$ cat config.mk
export PLATFORM = sky130hd
export DESIGN_NAME = asrm_ram_lane_responder
export DESIGN_NICKNAME = d
export VERILOG_FILES = /design/src/rtl/asrm_ram_lane_responder_pkg.sv /design/src/rtl/asrm_lane_merge.sv /design/src/rtl/asrm_ram_lane_responder.sv
export SDC_FILE = /design/constraint.sdc
export NUM_CORES = 1
export LEC_CHECK = 0
export BUFFER_PORTS_ARGS = -buffer_cell sky130_fd_sc_hd__buf_2
export CAP_MARGIN = 30
export CORE_MARGIN = 2
export CORE_UTILIZATION = 40
export DETAILED_ROUTE_END_ITERATION = 7
export PLACE_DENSITY_LB_ADDON = 0.25
export SLEW_MARGIN = 40
export SYNTH_ARGS = -nofsm -noshare
export SYNTH_HDL_FRONTEND = slang
export SYNTH_SLANG_ARGS = --single-unit
$ cat constraint.sdc
create_clock -name clk -period 1.9 [get_ports clk]
set_input_delay 0.095 -clock clk [delete_from_list [all_inputs] [get_ports clk]]
set_output_delay 0.095 -clock clk [all_outputs]
set_load 0.005 [all_outputs]
$ cat src/rtl/asrm_ram_lane_responder_pkg.sv
// rtl/asrm_ram_lane_responder_pkg.sv - shared size/state encodings and width rules for the lane responder
package asrm_ram_lane_responder_pkg;

  typedef enum logic [1:0] {
    SZ_FULL = 2'b00,
    SZ_W32  = 2'b01,
    SZ_W16  = 2'b10,
    SZ_W8   = 2'b11
  } size_e;

  typedef enum logic [2:0] {
    ST_IDLE     = 3'd0,
    ST_RD_ISSUE = 3'd1,
    ST_RD_WAIT  = 3'd2,
    ST_WR_MERGE = 3'd3,
    ST_DONE     = 3'd4
  } state_e;

  // Also used by the CPU-side reduced-behaviour logic, so keep the rule in one place.
  function automatic logic is_reduced(input int unsigned n_bytes, input int unsigned ws);
    return (8 * n_bytes) < ws;
  endfunction

  function automatic int unsigned access_bytes(input size_e sz, input int unsigned ws);
    int unsigned n;
    case (sz)
      SZ_W32:  n = 4;
      SZ_W16:  n = 2;
      SZ_W8:   n = 1;
      default: n = ws / 8;
    endcase
    if (!is_reduced(n, ws)) n = ws / 8;
    return n;
  endfunction

endpackage

$ cat src/rtl/asrm_lane_merge.sv
// rtl/asrm_lane_merge.sv - byte-lane extract (zero-extended) and lane merge for narrow accesses
module asrm_lane_merge #(
  parameter int wordsize = 16,
  parameter int LW       = 1
) (
  input  logic [wordsize-1:0] i_word,
  input  logic [wordsize-1:0] i_data,
  input  logic [LW-1:0]       i_lane,
  input  logic [4:0]          i_nbytes,
  output logic [wordsize-1:0] o_extract,
  output logic [wordsize-1:0] o_merged
);

  logic [7:0]          w_shift;
  logic [7:0]          w_nbits;
  logic [wordsize-1:0] w_mask;

  assign w_shift = 8'({i_lane, 3'b000});
  assign w_nbits = 8'({i_nbytes, 3'b000});
  // Shifting by the full width yields zero, so a full-word access gets an all-ones mask.
  assign w_mask  = ~({wordsize{1'b1}} << w_nbits);

  assign o_extract = (i_word >> w_shift) & w_mask;
  assign o_merged  = (i_word & ~(w_mask << w_shift)) | ((i_data & w_mask) << w_shift);

endmodule

$ cat src/rtl/asrm_ram_lane_responder.sv
// rtl/asrm_ram_lane_responder.sv - converts byte-addressed 8/16/32-bit/full CPU accesses into RAM word accesses
module asrm_ram_lane_responder
  import asrm_ram_lane_responder_pkg::*;
#(
  parameter int wordsize = 16
) (
  input  logic                clk,
  input  logic                reset,
  input  logic [wordsize-1:0] addr,
  input  logic                read_en,
  input  logic                write_en,
  input  logic [1:0]          reduced_behavior_bits,
  input  logic [wordsize-1:0] data_out_cpu,
  output logic [wordsize-1:0] data_in_cpu,
  output logic                ready,
  output logic                busy,
  output logic [wordsize-1:0] ram_addr,
  output logic                ram_enable,
  output logic                ram_write_en,
  output logic [wordsize-1:0] ram_data_out,
  input  logic [wordsize-1:0] ram_data_in
);

  localparam int B  = wordsize / 8;
  localparam int SH = $clog2(B);
  localparam int LW = (B > 1) ? $clog2(B) : 1;

  state_e              r_state, w_next;
  logic [wordsize-1:0] r_word_idx, r_data, r_rd_word, r_data_in_cpu;
  logic [LW-1:0]       r_lane;
  logic [4:0]          r_n;
  logic                r_write;

  logic [4:0]          w_n;
  logic                w_full, w_accept, w_is_write;
  logic [LW-1:0]       w_lane_raw, w_lane;
  logic [wordsize-1:0] w_word_idx, w_lane_word, w_extract, w_merged;

  assign w_n        = 5'(access_bytes(size_e'(reduced_behavior_bits), wordsize));
  assign w_full     = (w_n == 5'(B));
  assign w_word_idx = addr >> SH;
  assign w_lane_raw = addr[LW-1:0] & LW'(B - 1);
  assign w_lane     = w_lane_raw & ~LW'(w_n - 5'd1);
  // Gated by reset so an asserted reset also cancels the combinational full-write strobe.
  assign w_accept   = reset && (r_state == ST_IDLE) && (read_en || write_en);
  assign w_is_write = write_en;

  assign w_lane_word = (r_state == ST_WR_MERGE) ? r_rd_word : ram_data_in;

  asrm_lane_merge #(.wordsize(wordsize), .LW(LW)) u_lane_merge (
    .i_word    (w_lane_word),
    .i_data    (r_data),
    .i_lane    (r_lane),
    .i_nbytes  (r_n),
    .o_extract (w_extract),
    .o_merged  (w_merged)
  );

  always_ff @(posedge clk or negedge reset) begin
    if (!reset) begin
      r_state       <= ST_IDLE;
      r_word_idx    <= '0;
      r_data        <= '0;
      r_rd_word     <= '0;
      r_data_in_cpu <= '0;
      r_lane        <= '0;
      r_n           <= '0;
      r_write       <= 1'b0;
    end else begin
      r_state <= w_next;
      if (w_accept) begin
        r_word_idx <= w_word_idx;
        r_data     <= data_out_cpu;
        r_lane     <= w_lane;
        r_n        <= w_n;
        r_write    <= w_is_write;
      end
      if (r_state == ST_RD_WAIT) begin
        if (r_write) r_rd_word     <= ram_data_in;
        else         r_data_in_cpu <= w_extract;
      end
    end
  end

  always_comb begin
    w_next       = r_state;
    ram_enable   = 1'b0;
    ram_write_en = 1'b0;
    ram_addr     = '0;
    ram_data_out = '0;
    case (r_state)
      ST_IDLE: begin
        if (w_accept) begin
          if (w_is_write && w_full) begin
            ram_enable   = 1'b1;
            ram_write_en = 1'b1;
            ram_addr     = w_word_idx;
            ram_data_out = data_out_cpu;
            w_next       = ST_DONE;
          end else begin
            w_next = ST_RD_ISSUE;
          end
        end
      end
      ST_RD_ISSUE: begin
        ram_enable = 1'b1;
        ram_addr   = r_word_idx;
        w_next     = ST_RD_WAIT;
      end
      ST_RD_WAIT: w_next = r_write ? ST_WR_MERGE : ST_DONE;
      ST_WR_MERGE: begin
        ram_enable   = 1'b1;
        ram_write_en = 1'b1;
        ram_addr     = r_word_idx;
        ram_data_out = w_merged;
        w_next       = ST_DONE;
      end
      ST_DONE: w_next = ST_IDLE;
      default: w_next = ST_IDLE;
    endcase
  end

  assign data_in_cpu = r_data_in_cpu;
  assign ready       = (r_state == ST_DONE);
  assign busy        = (r_state == ST_RD_ISSUE) || (r_state == ST_RD_WAIT) || (r_state == ST_WR_MERGE);

endmodule

==> results by group <==
Clock tree
  • Longest Clk Path Bufs: 2
  • Worst skew pair latency: 0.37 ns
  • Clock sink total: 71
  • # H-tree levels: 3
  • Clk pin slew, worst setup/hold paths: 0.08 ns
  • CTS Buf Count: 9
  • TritonCTS clock tree: done
  • CTS Root Cell: clkbuf_8

Yosys
  • Area leader, netlist: dfrtp_1
  • Mapped Nets: 346
  • Register area share after synthesis: 0.496
  • Synth unique cells: 38
  • Synth warn: 0
  • Synth top area share: 0.496
  • Synth Flop Type: dfrtp_1
  • Top cells by area, synth: dfrtp_1 (50%), mux2_2 (17%), mux4_2 (5.0%)
  • Post-Synth Simple-Gate Area: 0.0727
  • Mean post-synth cell area: 12.3 um^2
  • Post-synth top cells: dfrtp_1 (71), mux2_2 (54), nand2_1 (28)
  • Multiplexer share of the synthesized area: 0.245
  • Synth Register Bits: 71
  • Synth Cell Area: 3580 um^2
  • Adder-Cell Fraction of Synth Area: 0
  • Number of synthesized flops with an enable pin: 0
  • Compound-Gate Fraction of Synth Area: 0.145
  • Count leader, synth: dfrtp_1
  • Ys async rst share: 1.00
  • Cells after Synth: 292
  • Largest family of logic cells by synthesized area: multiplexers
  • XOR/XNOR Fraction of Synth Area: 0

Die
  • FP Rows: 34
  • # IOs: 106
  • Initial Utilization: 0.411
  • Die Wd: 98.6 um
  • Die ar.: 9730 um^2
  • Die Ht: 98.6 um
  • Core footprint: 8720 um^2

Worst setup path
  • Worst reg2reg endpoint: r_data[13]
  • Worst setup endpoint: ram_addr[6]
  • R2R Path Start: r_state[1]
  • Internal reg-to-reg setup slack: -0.06 ns
  • WP data required: 1.80 ns
  • WS Path Type: register to output pin
  • Worst Reg2Reg Path Length in Cells: 7
  • Slowest cell on crit path: dfrtp_2
  • CP Max Fanout: 8
  • Critical Path Sink Type: output pin
  • Worst setup SP type: register
  • Crit path launch: r_state[1]
  • CP Data Arrival Time: 1.95 ns
  • CP cell instances: nor3_4 -> buf_4 -> o211a_4 -> buf_12 -> buf_12 -> a32o_1 -> buf_2
  • CP peak stage delay: 0.45 ns
  • Most used cell, CP: buf_12

STA
  • RSZ-0062 raised after global routing: true
  • Rel. slew slack: 0.516
  • Min Tclk post-route: 2.04 ns
  • Final period util: 1.08
  • Fmax: 0.489 GHz
  • Setup TNS: -1.61 ns
  • # setup viols final: 43
  • Worst Tran Pin Value: 0.726 ns
  • Final Skew: 0.0128 ns
  • Setup ws final: -0.144 ns
  • Final Max Tran Viols: 0
  • Hold Slack: -0.000795 ns
  • Fin. Hold Viols: 1

Global route
  • Largest net degree at the start of global routing: 57
  • Initial antenna violation count: 0
  • Vias in the first global route: 3102
  • Total track usage: 0.208
  • First-pass GRT wire length: 15800 um
  • Remaining global-route overflow: 0

Route
  • Antenna Nets Post-Route: 0
  • WL final: 10600 um
  • Post-route DRC violation count: 0
  • Via count: 3142
  • Via/cell ratio: 5.44
  • First-pass DRT Iterations: 5
  • Wire per inst: 18.4 um
  • Starting DRC count in detailed routing: 194

Cells and area
  • Synth-to-layout area growth: 51.5%
  • Final Util: 0.622
  • Layout cells sized above 1: 0.543
  • Final instance area: 5430 um^2
  • Number of diodes: 0
  • Nets: 519
  • Filler cells: 691

Pwr
  • Peak VDD IR: 0.000757 V
  • P per Cell Area: 1560 nW/um^2
  • Pleak: 2.55 nW

Outcome
  • Status: complete, but fails checks
  • Failing checks: hold timing, setup timing

Job
  • Max-cap violations: 0

Hold path
  • Worst Hold Class: primary input to register

Placement
  • Area of placed instances: 4300 um^2
  • I/O Buffers: 104
  • GPL Wtd Cong: 0.780
  • Final HPWL DP: 6120 um
  • Place WS: 0.194 ns
[repair_timing]
action / CTS / global route
hold buffers: 42 / 0
gates cloned: 4 / 5
setup endpoints to repair: 31 / 70
pin swaps: 12 / 24
hold endpoints to repair: 58 / 0
buffers inserted: 11 / 7
gates resized for setup: 16 / 36
[per-stage QoR]
| stage | total power (W) | cells |
|---|---|---|
| floorplan | 0.00478 | 292 |
| global placement | 0.00583 | 495 |
| detailed placement | 0.00593 | 495 |
| CTS | 0.00802 | 568 |
| global route | 0.00894 | 578 |
| finish | 0.00847 | 578 |
[sequential cells by signal, summed over array words and instances (netlist names)]
| name | cells |
|---|---|
| r_n | 3 |
| r_rd_word | 16 |
| r_word_idx | 15 |
| r_write | 1 |
| r_lane | 1 |
| data_in_cpu | 16 |
| r_data | 16 |
| r_state | 3 |
[placed cells by master (no fill, tap or decap), types with 4 or more instances in the layout]
cell and instances:
dfrtp_1 67, clkbuf_8 9, buf_6 6, mux2_2 54
a22oi_2 9, dfrtp_2 4, a32o_1 16, a22oi_1 5
a22o_1 8, mux4_2 8, o21ai_1 21, buf_4 19
buf_12 9, dlygate4sd3_1 42, clkbuf_16 4, mux2i_1 8
buf_2 104, nand2_1 26
[area by class of cell]
cell class              count  area, um^2  area share
well taps                 108         135      0.0249
repair buffers            185        1460       0.270
clock inverters             7         128      0.0235
flip-flops and latches     71        1780       0.328
inverters                   4        16.3     0.00300
multi-input cells         194        1780       0.328
clock buffers               9         124      0.0228
[how the worst min path moves through the flow]
stage	start	endpoint	slack (ns)	cells after the start
detailed placement	reset	r_word_idx[1]	0.007	1
global route	ram_data_in[0]	r_rd_word[0]	0.005	2
CTS	data_out_cpu[13]	r_data[13]	0.002	2
global placement	reset	r_word_idx[1]	0.002	1
finish	ram_data_in[10]	data_in_cpu[10]	-0.0008	3
floorplan	reset	data_in_cpu[0]	-0.20	0
[critical path, delay by kind of cell (launching register included)]
| family | cells | cell delay, ns |
|---|---|---|
| AO/OA/AOI/OAI | 2 | 0.36 |
| AND/OR/NAND/NOR | 1 | 0.25 |
| buffers and inverters | 4 | 0.52 |
| flip-flops | 1 | 0.45 |
[layer usage]
layer / routed length (um) / GRT usage / vias to the layer above / part of all wire
met5: 0 / 0 / - / 0
met4: 187 / 0.0727 / 0 / 0.018
met3: 567 / 0.0376 / 16 / 0.053
met2: 5070 / 0.324 / 129 / 0.48
met1: 4800 / 0.296 / 1552 / 0.45
li1: - / - / 1445 / -
[where the power goes]
group / total (W) / switching [W] / leakage, nW / internal [W]
Sequential: 0.00286 / 0.000611 / 0.856 / 0.00225
Clock: 0.00154 / 0.000649 / 0.126 / 0.000893
Combinational: 0.00407 / 0.00167 / 1.57 / 0.00241
[kinds of logic (layout without fill, tap and decap cells)]
group / after synthesis / in the layout
AOI/OAI and AO/OA: 70 / 70
buffers and inverters: 27 / 205
muxes: 71 / 71
DFF: 71 / 71
and+or+nand+nor: 52 / 52
other: 1 / 1
Power figures use the tool's default switching activity.
